--- src/rtl/uart_pkg.sv ---
// uart_pkg: constants and FSM state encoding shared by the UART transmitter
// and receiver so both ends agree on frame layout.
// Contents: DATA_BITS, START_BIT, STOP_BIT, state_t.
package uart_pkg;

  localparam int   DATA_BITS = 8;
  localparam logic START_BIT = 1'b0;
  localparam logic STOP_BIT  = 1'b1;

  typedef enum logic [1:0] {
    IDLE  = 2'd0,
    START = 2'd1,
    DATA  = 2'd2,
    STOP  = 2'd3
  } state_t;

endpackage

--- src/rtl/uart_tx_fifo.sv ---
// uart_tx_fifo: byte queue between the host interface and the serialiser.
// Ports: clock, reset (async, active-high), push/wdata (write side),
//        pop/rdata (read side, rdata shows the head), full/empty (registered).
module uart_tx_fifo
  import uart_pkg::*;
#(
  parameter int depth = 4
) (
  input  logic                 clock,
  input  logic                 reset,
  input  logic                 push,
  input  logic                 pop,
  input  logic [DATA_BITS-1:0] wdata,
  output logic [DATA_BITS-1:0] rdata,
  output logic                 full,
  output logic                 empty
);

  localparam int aw = (depth > 1) ? $clog2(depth) : 1;

  // One extra pointer bit distinguishes full from empty when addresses match.
  logic [aw:0]          wptr, rptr, wptr_next, rptr_next;
  logic [DATA_BITS-1:0] mem [0:depth-1];
  logic                 do_push, do_pop;

  // Flags are registered, so a push while full is refused even if a pop
  // frees a slot on the same edge.
  assign do_push   = push && !full;
  assign do_pop    = pop && !empty;
  assign wptr_next = wptr + {{aw{1'b0}}, do_push};
  assign rptr_next = rptr + {{aw{1'b0}}, do_pop};
  assign rdata     = mem[rptr[aw-1:0]];

  always_ff @(posedge clock or posedge reset) begin
    if (reset) begin
      wptr  <= '0;
      rptr  <= '0;
      full  <= 1'b0;
      empty <= 1'b1;
    end else begin
      wptr  <= wptr_next;
      rptr  <= rptr_next;
      full  <= (wptr_next[aw-1:0] == rptr_next[aw-1:0]) &&
               (wptr_next[aw] != rptr_next[aw]);
      empty <= (wptr_next == rptr_next);
    end
  end

  always_ff @(posedge clock) begin
    if (do_push) begin
      mem[wptr[aw-1:0]] <= wdata;
    end
  end

endmodule

--- src/rtl/uart_tx.sv ---
// uart_tx: queued 8N1 serial transmitter; frames leave back-to-back while bytes wait.
// Ports: clock, reset (async, active-high), txdata/txvalid/txready (byte input
//        handshake), tx (registered serial line, idle high), txbusy (registered).
module uart_tx
  import uart_pkg::*;
#(
  parameter int clockperbit = 10,
  parameter int depth       = 4
) (
  input  logic                 clock,
  input  logic                 reset,
  input  logic [DATA_BITS-1:0] txdata,
  input  logic                 txvalid,
  output logic                 txready,
  output logic                 tx,
  output logic                 txbusy
);

  localparam int             cw       = (clockperbit > 1) ? $clog2(clockperbit) : 1;
  localparam logic [cw-1:0]  reload   = cw'(clockperbit - 1);
  localparam logic [2:0]     last_bit = 3'(DATA_BITS - 1);

  state_t               state;
  logic [cw-1:0]        count;
  logic [2:0]           bitidx;
  logic [DATA_BITS-1:0] shift;
  logic [DATA_BITS-1:0] head;
  logic                 full, empty, pop;

  // Pop exactly on the edges where the FSM loads a new byte: leaving IDLE,
  // or chaining straight from the end of a stop bit into the next start bit.
  assign pop     = !empty && ((state == IDLE) || ((state == STOP) && (count == '0)));
  assign txready = !full;

  uart_tx_fifo #(
    .depth(depth)
  ) fifo (
    .clock(clock),
    .reset(reset),
    .push (txvalid),
    .pop  (pop),
    .wdata(txdata),
    .rdata(head),
    .full (full),
    .empty(empty)
  );

  always_ff @(posedge clock or posedge reset) begin
    if (reset) begin
      state  <= IDLE;
      count  <= '0;
      bitidx <= '0;
      shift  <= '0;
      tx     <= STOP_BIT;
      txbusy <= 1'b0;
    end else begin
      txbusy <= (state != IDLE) || !empty;
      case (state)
        IDLE: begin
          if (!empty) begin
            shift <= head;
            tx    <= START_BIT;
            count <= reload;
            state <= START;
          end
        end
        START: begin
          if (count == '0) begin
            tx     <= shift[0];
            shift  <= shift >> 1;
            count  <= reload;
            bitidx <= '0;
            state  <= DATA;
          end else begin
            count <= count - cw'(1);
          end
        end
        DATA: begin
          if (count == '0) begin
            count <= reload;
            if (bitidx == last_bit) begin
              tx    <= STOP_BIT;
              state <= STOP;
            end else begin
              tx     <= shift[0];
              shift  <= shift >> 1;
              bitidx <= bitidx + 3'd1;
            end
          end else begin
            count <= count - cw'(1);
          end
        end
        STOP: begin
          if (count == '0) begin
            if (!empty) begin
              shift <= head;
              tx    <= START_BIT;
              count <= reload;
              state <= START;
            end else begin
              state <= IDLE;
            end
          end else begin
            count <= count - cw'(1);
          end
        end
        default: state <= IDLE;
      endcase
    end
  end

endmodule

--- config.mk ---
export PLATFORM = sky130hd
export DESIGN_NAME = uart_tx
export DESIGN_NICKNAME = d
export VERILOG_FILES = /design/src/rtl/uart_pkg.sv /design/src/rtl/uart_tx_fifo.sv /design/src/rtl/uart_tx.sv
export SDC_FILE = /design/constraint.sdc
export NUM_CORES = 1
export LEC_CHECK = 0
export CORE_MARGIN = 2
export CORE_UTILIZATION = 45
export CTS_CLUSTER_DIAMETER = 120
export CTS_CLUSTER_SIZE = 25
export DETAILED_ROUTE_END_ITERATION = 8
export HOLD_SLACK_MARGIN = 0.06
export PLACE_DENSITY_LB_ADDON = 0.08
export SKIP_CTS_REPAIR_TIMING = 1
export SYNTH_ARGS = -nofsm -noshare
export SYNTH_HDL_FRONTEND = slang
export SYNTH_SLANG_ARGS = --single-unit
--- constraint.sdc ---
create_clock -name clock -period 5.85 [get_ports clock]
set_clock_uncertainty 0.1 [all_clocks]
set_input_delay 1.17 -clock clock [delete_from_list [all_inputs] [get_ports clock]]
set_output_delay 1.17 -clock clock [all_outputs]
set_load 0.01 [all_outputs]
==> metrics <==
status=complete, no violations; synthesis-to-finish area growth=15.25%; initial antenna violation count=0; Worst-path clk slew=0.07 ns; syn_nets=219; final hold vios=0; DRC violations left=0; first-pass GRT wire length=7452 um; Leak=approximately 0.0012 uW; critical hold path startpoint=tx; Setup CP Type=in -> reg; I/O pin cnt=14; R2R depth=10; cts bufs inserted=9; Crit. End Element=flip-flop; Required @ worst endpoint=5.69 ns; Ant. Diodes=0; synth warn=0; largest fanout on the critical path=8; H-Tree Depth=3; hold crit path type=reg -> reg; ANT nets after route=0; Initial Util=between 40% and 50%; max cap viols=0; die height=80.74 um; Initial DRC Count=approximately 130; Most used DFF post-synth=edfxtp_1; Finished Core Util=between 50% and 60%; peak supply drop=0.0003068 V; Sink Count=59; Avg Cell Area, Syn=13.59 um2; vias in the first global route=~1600; via/cell ratio=5.394; DR vias=1559; final setup fails=0; Final HPWL DP=around 3300 um; clock latency on the worst-skew pair=about 0.32 ns; Core Area=between 0.005 and 0.006 mm2; row cnt=27; fmax=~0.33 GHz; hold depth=2; Slew Viols, Final=0; RSZ-0062 raised after global routing=no; part of the Yosys area used for sequential elements=61.85%; grt total ovfl=0; Total Routing Usage GR=between 15 and 20%; largest net degree at the start of global routing=28; count of flip-flops with a built-in enable after synthesis=32; Least-Margin Pin Slew=1.161 ns; Final TNS setup=0 ns; PwrDens=about 570 mW/mm2; final WL=4474 um; die width=~80 um; fraction of layout cells with a size suffix above 1=13.36%; worst r2r src=count[1]; WHS Endpoint=tx; TritonRoute pass-1 iters=4; clock root buffer master=clkbuf_8; die area=0.006519 mm2; Max clock buf depth=2; port bufs=13; r2r setup slk=3.39 ns; Nets=between 200 and 250; type of origin of the critical path=input port; reg2reg end=fifo.empty; Netlist cell types=40; ys async rst share=45.76%; mapped cell area=0.002650 mm2; Yosys reg bits=59; final cycle utilization of the critical path=52.19%; Post-Synthesis Cells=195; min cycle time layout=3.053 ns; GP Congestion=between 0.7 and 0.8; CTS tree=done; wire per inst=15.48 um; Arr. time, crit path=2.89 ns; Max-Slew Margin vs Limit=about 22%
[cells in the mapped netlist, drive strengths merged, types with 3 or more instances]
cell	count	area (um2)
a21oi	3	15.01
a32oi	4	35.03
buf	4	20.02
clkbuf	3	11.26
dfrtp	25	625.6
edfxtp	32	960.9
ha	13	162.7
inv	11	41.29
mux2i	6	60.06
mux4	8	180.2
nand2	20	75.07
nand3	3	15.01
nor2	10	37.54
nor3	4	20.02
o21ai	15	75.07
o31ai	4	30.03
xnor2	3	26.28
[power by group]
group          total [uW]  internal (uW)  leakage [uW]  switching (uW)
Sequential            670            574      0.000622            95.8
Clock                 396            239      0.000109             157
Combinational         674            309      0.000470             364
Total                1740           1120       0.00120             618
[flip-flops by register name (all words and copies together), names as in the netlist]
signal	cells
bitidx	3
fifo.rptr	3
shift	8
count	4
tx	1
state	2
fifo.full	1
txbusy	1
fifo.empty	1
fifo.wptr	3
fifo.mem	32
[routing by layer]
metal / vias up / share of wire, % / GRT usage, %
met5: - / 0 / 0
met4: 0 / 1.1 / 7.119
met3: 6 / 3.4 / 5.111
met2: 33 / 48 / 23.75
met1: 758 / 47 / 20.39
li1: 762 / - / -
[critical path, cell delays in order]
cell	delay [ns]
clkdlybuf4s50_1	0.45
nor2b_1	0.29
nor3b_1	0.97
[worst max-delay path by stage]
| stage | start | to | slack, ns |
|---|---|---|---|
| floorplan | txvalid | fifo.mem[0][0] | 3.26 |
| global placement | txvalid | fifo.mem[0][1] | 2.54 |
| detailed placement | txvalid | fifo.mem[0][2] | 2.43 |
| CTS | txvalid | fifo.mem[0][6] | 2.76 |
| global route | txvalid | fifo.mem[0][5] | 2.68 |
| finish | txvalid | fifo.mem[0][0] | 2.80 |
[cell families (layout without fill, tap and decap cells)]
group                    Yosys count  count (layout)  share of synthesized area, %
AO/OA/AOI/OAI                     39              39                         9.821
AND/OR/NAND/NOR                   47              47                         8.735
multiplexers                      14              14                         9.065
adder cells (fa/ha/maj)           13              13                         6.138
buffers and inverters             18              40                         2.738
XOR/XNOR                           5               5                         1.653
flip-flops                        59              59                         61.85
[metrics by stage]
step                total power (uW)  hold WS [ns]  instances  setup WS [ns]  area, um2
floorplan                       1209        0.3457        195          3.258       2650
global placement                1318        0.3639        273          2.537       2839
detailed placement              1361        0.3698        273          2.431       2839
CTS                             1762        0.3800        289          2.764       3054
global route                    1875        0.3876        289          2.685       3054
finish                          1740        0.3796        289          2.797       3054
[placed cells by master, fill, tap and decap left out, types with 2 or more instances in the layout]
master | netlist | final
nor3_1 | 4 | 4
nand3_1 | 3 | 3
xor2_1 | 2 | 2
clkdlybuf4s50_1 | 0 | 13
inv_1 | 11 | 11
o22ai_1 | 2 | 2
clkbuf_8 | 0 | 9
nor2b_1 | 2 | 2
dfrtp_1 | 25 | 25
o21ai_0 | 12 | 12
bufinv_16 | 0 | 2
o31ai_1 | 4 | 4
xnor2_1 | 3 | 3
edfxtp_1 | 32 | 32
clkinv_2 | 0 | 3
nand2_1 | 20 | 20
a32oi_1 | 4 | 4
a21oi_1 | 3 | 3
ha_1 | 13 | 13
mux4_2 | 8 | 8
mux2i_1 | 6 | 6
dfstp_2 | 2 | 2
o21ai_1 | 3 | 3
nand2b_1 | 2 | 2
nor2_1 | 10 | 10
[layout make-up]
type,count,area [um2]
Inverter,11,41.29
Sequential cell,59,1639
Timing Repair Buffer,13,130.1
Clock inverter,7,91.34
Fill cell,473,2554
Multi-Input combinational cell,118,938.4
Clock buffer,9,123.9
Tap cell,72,90.09
Note: power is estimated with default switching activity, not from simulation.
